==> config.mk <==
export PLATFORM = sky130hd
export DESIGN_NAME = hazard_stall_controller
export DESIGN_NICKNAME = d
export VERILOG_FILES = /design/src/rtl/hazard_stall_controller.sv
export SDC_FILE = /design/constraint.sdc
export NUM_CORES = 1
export LEC_CHECK = 0
export ABC_AREA = 1
export CORE_UTILIZATION = 25
export DETAILED_ROUTE_END_ITERATION = 8
export SYNTH_ARGS = -nofsm -noshare
export SYNTH_HDL_FRONTEND = slang
export SYNTH_SLANG_ARGS = --single-unit
==> constraint.sdc <==
create_clock -name clock -period 3.15 [get_ports clock]
set_input_delay 0.315 -clock clock [delete_from_list [all_inputs] [get_ports clock]]
set_output_delay 0.315 -clock clock [all_outputs]
set_load 0.01 [all_outputs]
==> src/rtl/hazard_stall_controller.sv <==
// Operand-forwarding selects, load-use stall/bubble and a mul/div stall FSM for the
// 5-stage pipe. Define HAZARD_PERF_CNT_EN to build the saturating stall_cycles counter.
module hazard_stall_controller #(
    parameter int INSTR_W    = 32,
    parameter int REG_AW     = 5,
    parameter int ERR_REG    = 30,
    parameter int RA_REG     = 31,
    parameter int MD_TIMEOUT = 40
) (
    input  logic               clock,
    input  logic               reset,
    input  logic [INSTR_W-1:0] FD_instr,
    input  logic [INSTR_W-1:0] DX_instr,
    input  logic [INSTR_W-1:0] XM_instr,
    input  logic [INSTR_W-1:0] WB_instr,
    input  logic               XM_err,
    input  logic               WB_err,
    input  logic               md_ready,
    output logic [1:0]         fwd_a_sel,
    output logic [1:0]         fwd_b_sel,
    output logic               stall_fd,
    output logic               bubble_dx,
    output logic               stall_md,
    output logic               md_start,
    output logic               md_timeout,
    output logic [31:0]        stall_cycles,
    output logic [1:0]         o_dbg_md_state
);

    localparam int CNT_W = ((REG_AW + 1) > $clog2(MD_TIMEOUT + 1)) ?
                           (REG_AW + 1) : $clog2(MD_TIMEOUT + 1);
    localparam logic [REG_AW-1:0] ERR_R    = REG_AW'(ERR_REG);
    localparam logic [REG_AW-1:0] RA_R     = REG_AW'(RA_REG);
    localparam logic [CNT_W-1:0]  CNT_LAST = CNT_W'(MD_TIMEOUT - 1);

    localparam logic [4:0] OP_RTYPE = 5'd0;
    localparam logic [4:0] OP_BNE   = 5'd2;
    localparam logic [4:0] OP_JAL   = 5'd3;
    localparam logic [4:0] OP_JR    = 5'd4;
    localparam logic [4:0] OP_ADDI  = 5'd5;
    localparam logic [4:0] OP_BLT   = 5'd6;
    localparam logic [4:0] OP_SW    = 5'd7;
    localparam logic [4:0] OP_LW    = 5'd8;
    localparam logic [4:0] OP_SETX  = 5'd21;
    localparam logic [4:0] OP_BEX   = 5'd22;
    localparam logic [4:0] ALU_MUL  = 5'd6;
    localparam logic [4:0] ALU_DIV  = 5'd7;

    typedef struct packed {
        logic              vld;
        logic [REG_AW-1:0] idx;
    } reg_ref_t;

    typedef struct packed {
        reg_ref_t a;
        reg_ref_t b;
    } read_set_t;

    typedef enum logic [1:0] {
        MD_IDLE = 2'd0,
        MD_BUSY = 2'd1,
        MD_DONE = 2'd2
    } md_state_t;

    function automatic logic [REG_AW-1:0] f_rd(input logic [INSTR_W-1:0] ins);
        return REG_AW'(ins[26:22]);
    endfunction

    function automatic logic [REG_AW-1:0] f_rs(input logic [INSTR_W-1:0] ins);
        return REG_AW'(ins[21:17]);
    endfunction

    function automatic logic [REG_AW-1:0] f_rt(input logic [INSTR_W-1:0] ins);
        return REG_AW'(ins[16:12]);
    endfunction

    function automatic read_set_t f_reads(input logic [INSTR_W-1:0] ins);
        read_set_t s;
        s = '0;
        case (ins[31:27])
            OP_RTYPE: begin
                s.a = {1'b1, f_rs(ins)};
                s.b = {1'b1, f_rt(ins)};
            end
            OP_ADDI, OP_LW: s.a = {1'b1, f_rs(ins)};
            OP_SW: begin
                s.a = {1'b1, f_rs(ins)};
                s.b = {1'b1, f_rd(ins)};
            end
            OP_BNE, OP_BLT: begin
                s.a = {1'b1, f_rd(ins)};
                s.b = {1'b1, f_rs(ins)};
            end
            OP_JR:   s.a = {1'b1, f_rd(ins)};
            OP_BEX:  s.a = {1'b1, ERR_R};
            default: s = '0;
        endcase
        return s;
    endfunction

    // Register 0 is hardwired, so a write to it never produces a hazard.
    function automatic reg_ref_t f_write(input logic [INSTR_W-1:0] ins);
        reg_ref_t w;
        w = '0;
        case (ins[31:27])
            OP_RTYPE, OP_ADDI, OP_LW: w = {1'b1, f_rd(ins)};
            OP_JAL:                   w = {1'b1, RA_R};
            OP_SETX:                  w = {1'b1, ERR_R};
            default:                  w = '0;
        endcase
        if (w.idx == '0) begin
            w.vld = 1'b0;
        end
        return w;
    endfunction

    function automatic logic [1:0] f_sel(input reg_ref_t opnd, input logic err,
                                         input reg_ref_t xm_w, input reg_ref_t wb_w);
        logic [1:0] sel;
        sel = 2'b00;
        if (opnd.vld) begin
            if (err && (opnd.idx == ERR_R)) begin
                sel = 2'b11;
            end else if (xm_w.vld && (xm_w.idx == opnd.idx)) begin
                sel = 2'b10;
            end else if (wb_w.vld && (wb_w.idx == opnd.idx)) begin
                sel = 2'b01;
            end
        end
        return sel;
    endfunction

    read_set_t         w_dx_reads;
    read_set_t         w_fd_reads;
    reg_ref_t          w_xm_wr;
    reg_ref_t          w_wb_wr;
    logic [REG_AW-1:0] w_dx_rd;
    logic              w_load_use;
    logic              w_dx_muldiv;

    assign w_dx_reads = f_reads(DX_instr);
    assign w_fd_reads = f_reads(FD_instr);
    assign w_xm_wr    = f_write(XM_instr);
    assign w_wb_wr    = f_write(WB_instr);
    assign w_dx_rd    = f_rd(DX_instr);

    assign fwd_a_sel = f_sel(w_dx_reads.a, XM_err | WB_err, w_xm_wr, w_wb_wr);
    assign fwd_b_sel = f_sel(w_dx_reads.b, XM_err | WB_err, w_xm_wr, w_wb_wr);

    assign w_load_use = (DX_instr[31:27] == OP_LW) && (w_dx_rd != '0) &&
                        ((w_fd_reads.a.vld && (w_fd_reads.a.idx == w_dx_rd)) ||
                         (w_fd_reads.b.vld && (w_fd_reads.b.idx == w_dx_rd)));

    assign w_dx_muldiv = (DX_instr[31:27] == OP_RTYPE) &&
                         ((DX_instr[6:2] == ALU_MUL) || (DX_instr[6:2] == ALU_DIV));

    // Handshake: md_start is a one-cycle request raised in IDLE when DX holds a
    // mul/div; md_ready is a one-cycle completion pulse honoured only in BUSY.
    md_state_t        r_md_state;
    md_state_t        w_md_state_next;
    logic [CNT_W-1:0] r_md_cnt;
    logic             r_md_timeout;
    logic             w_md_start;
    logic             w_stall_md;
    logic             w_cnt_clr;
    logic             w_cnt_inc;
    logic             w_to_set;

    always_ff @(posedge clock or posedge reset) begin
        if (reset) begin
            r_md_state <= MD_IDLE;
        end else begin
            r_md_state <= w_md_state_next;
        end
    end

    always_comb begin
        w_md_state_next = r_md_state;
        w_md_start      = 1'b0;
        w_stall_md      = 1'b0;
        w_cnt_clr       = 1'b0;
        w_cnt_inc       = 1'b0;
        w_to_set        = 1'b0;
        case (r_md_state)
            MD_IDLE: begin
                if (w_dx_muldiv) begin
                    w_md_start      = 1'b1;
                    w_stall_md      = 1'b1;
                    w_cnt_clr       = 1'b1;
                    w_md_state_next = MD_BUSY;
                end
            end
            MD_BUSY: begin
                w_stall_md = 1'b1;
                w_cnt_inc  = 1'b1;
                // A ready pulse on the final allowed cycle wins over the timeout.
                if (md_ready) begin
                    w_md_state_next = MD_DONE;
                end else if (r_md_cnt == CNT_LAST) begin
                    w_md_state_next = MD_DONE;
                    w_to_set        = 1'b1;
                end
            end
            MD_DONE: begin
                w_md_state_next = MD_IDLE;
            end
            default: begin
                w_md_state_next = MD_IDLE;
            end
        endcase
    end

    always_ff @(posedge clock or posedge reset) begin
        if (reset) begin
            r_md_cnt <= '0;
        end else if (w_cnt_clr) begin
            r_md_cnt <= '0;
        end else if (w_cnt_inc) begin
            r_md_cnt <= r_md_cnt + CNT_W'(1);
        end
    end

    always_ff @(posedge clock or posedge reset) begin
        if (reset) begin
            r_md_timeout <= 1'b0;
        end else if (w_to_set) begin
            r_md_timeout <= 1'b1;
        end
    end

    assign md_start       = w_md_start;
    assign stall_md       = w_stall_md;
    assign md_timeout     = r_md_timeout;
    assign o_dbg_md_state = r_md_state;

    // A mul/div freeze already holds FD, so it also suppresses the load-use bubble.
    assign stall_fd  = w_load_use | w_stall_md;
    assign bubble_dx = w_load_use & ~w_stall_md;

`ifdef HAZARD_PERF_CNT_EN
    logic [31:0] r_stall_cycles;

    always_ff @(posedge clock or posedge reset) begin
        if (reset) begin
            r_stall_cycles <= '0;
        end else if ((stall_fd | stall_md) && (r_stall_cycles != 32'hFFFF_FFFF)) begin
            r_stall_cycles <= r_stall_cycles + 32'd1;
        end
    end

    assign stall_cycles = r_stall_cycles;
`else
    assign stall_cycles = 32'd0;
`endif

endmodule

# Word level (Yosys, flattened, before mapping)
# Index checks and enable logic that the tools add are counted.
# W data, S select, Z words.
[word_totals] ff_bits=9 output_inout_bits=43
[op_classes] reduce_logical=31 n_eq_ne=36 mux=29 bitwise=4 n_addsub=1
[ops] cell="$pmux W6 S3" n=6
[ops] cell="$eq A5 B3 Y1 const B" n=12
[ops] cell="$eq A5 B5 Y1" n=6
[ops] cell="$eq A5 B5 Y1 const B" n=6
[ops] cell="$logic_not A5 Y1" n=6
[ops] cell="$eq A5 B2 Y1 const B" n=4
[ops] cell="$eq A5 B4 Y1 const B" n=4
[ops] cell="$mux W2" n=9
[ops] cell="$mux W6" n=2
[ops] cell="$reduce_or A3 Y1" n=4
[ops] cell="$logic_and A1 B1 Y1" n=11
[ops] cell="$mux W1" n=10
[ops] cell="$reduce_or A4 Y1" n=2
[ops] cell="$add A6 B1 Y6 const B" n=1
[ops] cell="$eq A6 B6 Y1 const B" n=1
[ops] cell="$reduce_bool A5 Y1" n=1
[ops] cell="$pmux W2 S2" n=1
[ops] cell="$reduce_or A2 Y1" n=2
[ops] cell="$ne A3 B3 Y1 const B" n=1
[ops] cell="$eq A2 B1 Y1 const B" n=1
[ops] cell="$logic_not A2 Y1" n=1
[ops] cell="$logic_or A1 B1 Y1" n=2
[ops] cell="$ne A2 B2 Y1 const B" n=1
[ops] cell="$or A1 B1 Y1" n=2
[ops] cell="other kinds (5)" n=5

# Depth between registers and ports, before layout
[logic_depth] ltp_word=10 mapped_depth=14 ltp_nobuf=14

# Worst setup path before layout
# OpenSTA, ideal clock, no wires.
[synth_path] path_type="input to output" startpoint="input port DX_instr[31]" endpoint="output port bubble_dx" required_ps=2835 stages=6 arrival_ps=1367 setup_slack_ps=1468 path_cell_list="nor2_2 -> nand3_2 -> nor4_4 -> nor2_1 -> inv_1 -> nor2_2"
[synth_between] elab_chain_cells=6 elab_cells_between_ends=9 cone_classes="eq/ne: 1; mux: 2; bitwise: 2; reduce/logical: 4"
[synth_rtl] element="start: declaration" line_no="13" source="input logic [INSTR_W-1:0] DX_instr,"
[synth_rtl] element="$logic_not A5 Y1" line_no="154" source="assign w_dx_muldiv = (DX_instr[31:27] == OP_RTYPE) &&"
[synth_rtl] element="$logic_and A1 B1 Y1" line_no="154"
[synth_rtl] element="$mux W1" line_no="186" source="if (w_dx_muldiv) begin"
[synth_rtl] element="$pmux W1 S2" line_no="184" source="case (r_md_state)"
[synth_rtl] element="via stall_md" line_no="23" source="output logic stall_md,"
[synth_rtl] element="$not A1 Y1" line_no="238" source="assign bubble_dx = w_load_use & ~w_stall_md;"
[synth_rtl] element="$and A1 B1 Y1" line_no="238"
[synth_rtl] element="end: declaration" line_no="22" source="output logic bubble_dx,"
# The timed path passes the listed nets, and every way through them passes these cells.

# Final worst setup path
[layout_path] startpoint="input port DX_instr[27]" endpoint="output port fwd_a_sel[0]"
[layout_between] elab_chain_cells=9 elab_cells_between_ends=21 cone_classes="eq/ne: 10; mux: 5; reduce/logical: 6"
[layout_rtl] element="$eq A5 B4 Y1 (tied with other cells)" line_no="80" source="case (ins[31:27])"
[layout_rtl] element="$reduce_or A4 Y1 (no line) / $reduce_or A3 Y1 (equally long branches)"
[layout_rtl] element="$pmux W6 S3 (*)" line_no="80"
[layout_rtl] element="$eq A5 B5 Y1" line_no="126" source="end else if (wb_w.vld && (wb_w.idx == opnd.idx)) begin"
[layout_rtl] element="$logic_and A1 B1 Y1" line_no="126"
[layout_rtl] element="$mux W1" line_no="126"
[layout_rtl] element="$mux W2" line_no="124" source="end else if (xm_w.vld && (xm_w.idx == opnd.idx)) begin"
[layout_rtl] element="$mux W2" line_no="122" source="if (err && (opnd.idx == ERR_R)) begin"
[layout_rtl] element="$mux W2 (*)" line_no="121" source="if (opnd.vld) begin"
[layout_rtl] element="end: declaration" line_no="19" source="output logic [1:0] fwd_a_sel,"
# Every way passes the cells marked *; elsewhere a longest branch is shown, timed or not.

==> impl_metrics.json <==
{
  "status": "completed",
  "grt-ovfl-total": 0,
  "p_leak_nw": 1.586,
  "antenna_left": 0,
  "fmax_mhz": 339.4,
  "clock_latency_ps": 240,
  "dpl_cell_area_um2": 2972,
  "synth_area_per_cell_um2": 5.428,
  "fin_setup_tns_ps": 0,
  "layout_commonest_cell": "nand2_1",
  "crit_type": "in -> out",
  "r2r_cells": 6,
  "crit_end": "fwd_a_sel[0]",
  "antenna_cells": 0,
  "cap_violations": 0,
  "worst_setup_path_start_kind": "primary input",
  "crit_top_cell": "nand2_1",
  "max_stage_delay_ps": 540,
  "multi_input_area_um2": 1614,
  "ios": 176,
  "clock_skew_ps": 0.7877,
  "fp.coreArea_um2": 8299,
  "cts_buffers": 3,
  "grt_setup_unrepaired": "false",
  "critPathMaxFanout": 5,
  "antenna_found_initial": 0,
  "ys_ff_latch": 9,
  "setup_viol": 0,
  "ys_seq_area_frac": 0.1040,
  "hold_violations": 0,
  "post-route-period-util": 0.9353,
  "die_width_um": 95.08,
  "whs_ps": 343.4,
  "place_ws_ps": 216.3,
  "drv_slew": 0,
  "finalInstanceArea_um2": 3017,
  "hold_path_class": "in -> async",
  "layout_min_cycle_time_ps": 2946,
  "vias": 2643,
  "fin_nets": 617,
  "grt_pass1_vias": 2468,
  "gp_congestion": 0.8732,
  "h-tree-depth": 1,
  "syn-instance-count": 399,
  "clock_sinks": 9,
  "path_cells": "clkdlybuf4s50_1 -> nor2_2 -> nand3_2 -> nand3_2 -> nand2_1 -> nand2_1 -> nand2_1 -> nand2_1 -> nor2_1 -> nand2_1 -> nor2_1 -> nand2_1 -> nand2_1 -> clkdlybuf4s50_1",
  "rr_startpoint": "o_dbg_md_state[0]",
  "fp.dieArea_um2": 9039,
  "dp_hpwl_mm": 5.372,
  "std_cell_rows": 33,
  "clockBufferDepth": 2,
  "grt_start_max_net_pins": 10,
  "post_cts_buffers": 0,
  "final_layout_size_suffix_gt1_frac": 0.07676,
  "synth_cell_type_count": 33,
  "yosysTopAreaCell": "nand2_1",
  "powerDensity_nw_per_um2": 200.7,
  "cts.reportedPaths.clkPinSlew_ps": 50,
  "utilization": 0.3635,
  "cts_resized": 0,
  "synth_area_leaders": "nand2_1 (24%), nand3_1 (12%), buf_4 (11%)",
  "cts_tree": "built",
  "port_buffers": 79,
  "syn_area_um2": 2166,
  "crit_path_start": "DX_instr[27]",
  "layout_setup_ws_ps": 203.7,
  "r2r_slack_ps": 1620,
  "vdd_drop_max_v": 0.0003108,
  "routed_wl_mm": 6.302,
  "syn2layout_area_growth_pct": 39.28,
  "wire_per_inst_um": 10.74,
  "cts_hold_buf": 0,
  "end_kind": "output pin",
  "yosys_warnings": 0,
  "synth_top_area_frac": 0.2392,
  "grt.total_usage": 0.1433,
  "r2r-end": "r_md_cnt[4]",
  "regArea_um2": 225.2,
  "die_h_um": 95.08,
  "drcViolationCount": 0,
  "grt_pass1_wl_mm": 10.51,
  "crit_slowest_cell": "clkdlybuf4s50_1",
  "final.fill_count": 910,
  "cp.required_ps": 2830,
  "drtPass1Iterations": 5,
  "critPathArrivalTime_ps": 2630,
  "most-common-layout-cells": "nand2_1 (138), clkdlybuf4s50_1 (79), inv_1 (52)",
  "viasPerCell": 4.503,
  "ctsRootBufferMaster": "clkbuf_8",
  "initial_utilization": 0.2610,
  "drt-initial-drc-count": 119
}
Yosys cell counts:
cell        n
buf_4      32
nand2_4     1
nand4_1    19
nand3b_2    1
a31oi_1     1
nand2_1   138
nor3_4      1
nor3_1      5
dfrtp_1     9
ha_1        1
nor2_2      4
nand3_1    50
nor2_1     35
nor3b_2     1
nand2_2     8
nor3_2      1
nand3_2     5
or2_2       1
a21oi_1     7
xor2_1      3
nor4_4      1
o21ai_1     3
xnor2_1     3
nor4_1      1
a31o_2      2
nor2_4      4
inv_2       2
o211ai_1    1
conb_1      1
o21ai_0     3
a21oi_2     1
nand3b_1    2
inv_1      52
per-layer routing:
metal	GRT usage	routed length, um
met1	0.1766	2899
met4	0.04419	136
met2	0.2536	2865
met5	0	0
met3	0.02233	402
worst max-delay path, delay by kind of cell:
kind,cells,cell delay [ps]
buffers and inverters,2,1070
and+or+nand+nor,12,1240
sequential cells by signal, summed over array words and instances, names as in the netlist:
register / cells
r_md_cnt: 6
md_timeout: 1
o_dbg_md_state: 2
how the worst min path moves through the flow:
| stage | from | cells after the start | end | slack [ps] |
|---|---|---|---|---|
| 2_1_floorplan | reset | 1 | md_timeout | 140 |
| 3_3_place_gp | r_md_cnt[5] | 1 | r_md_cnt[5] | 430 |
| 3_5_place_dp | r_md_cnt[5] | 1 | r_md_cnt[5] | 440 |
| 4_1_cts | reset | 2 | md_timeout | 360 |
| 5_1_grt | reset | 2 | md_timeout | 400 |
| 6_report | reset | 2 | md_timeout | 340 |
report_power, final:
part / total (mW) / switching, mW / internal, mW
sequential: 0.145 / 0.0126 / 0.132
clock: 0.137 / 0.0482 / 0.0884
combinational: 0.324 / 0.176 / 0.148
total: 0.605 / 0.237 / 0.369
area by class of cell:
type	count	share of cell area
Timing Repair Buffer	80	0.2646
Sequential cell	9	0.07466
Multi-Input combinational cell	335	0.5350
Inverter	54	0.06719
Tap cell	105	0.04355
Clock buffer	4	0.01493
per-stage QoR:
stage          instances  power (mW)
2_1_floorplan        430      0.3510
5_1_grt              587      0.6621
4_1_cts              587      0.6092
3_3_place_gp         583      0.4622
6_report             587      0.6054
3_5_place_dp         583      0.4688
cells by family (layout without fill, tap and decap cells):
kind of cell,count (synthesis),count (layout),share of synthesized area
other cells,1,32,0.001731
xor+xnor,6,6,0.02427
compound gates,18,18,0.04853
simple gates,278,278,0.6112
fa+ha+maj,1,1,0.005776
buf+inv,86,138,0.2045
flops,9,9,0.1040
No activity file was read; power rests on OpenSTA's default activity.
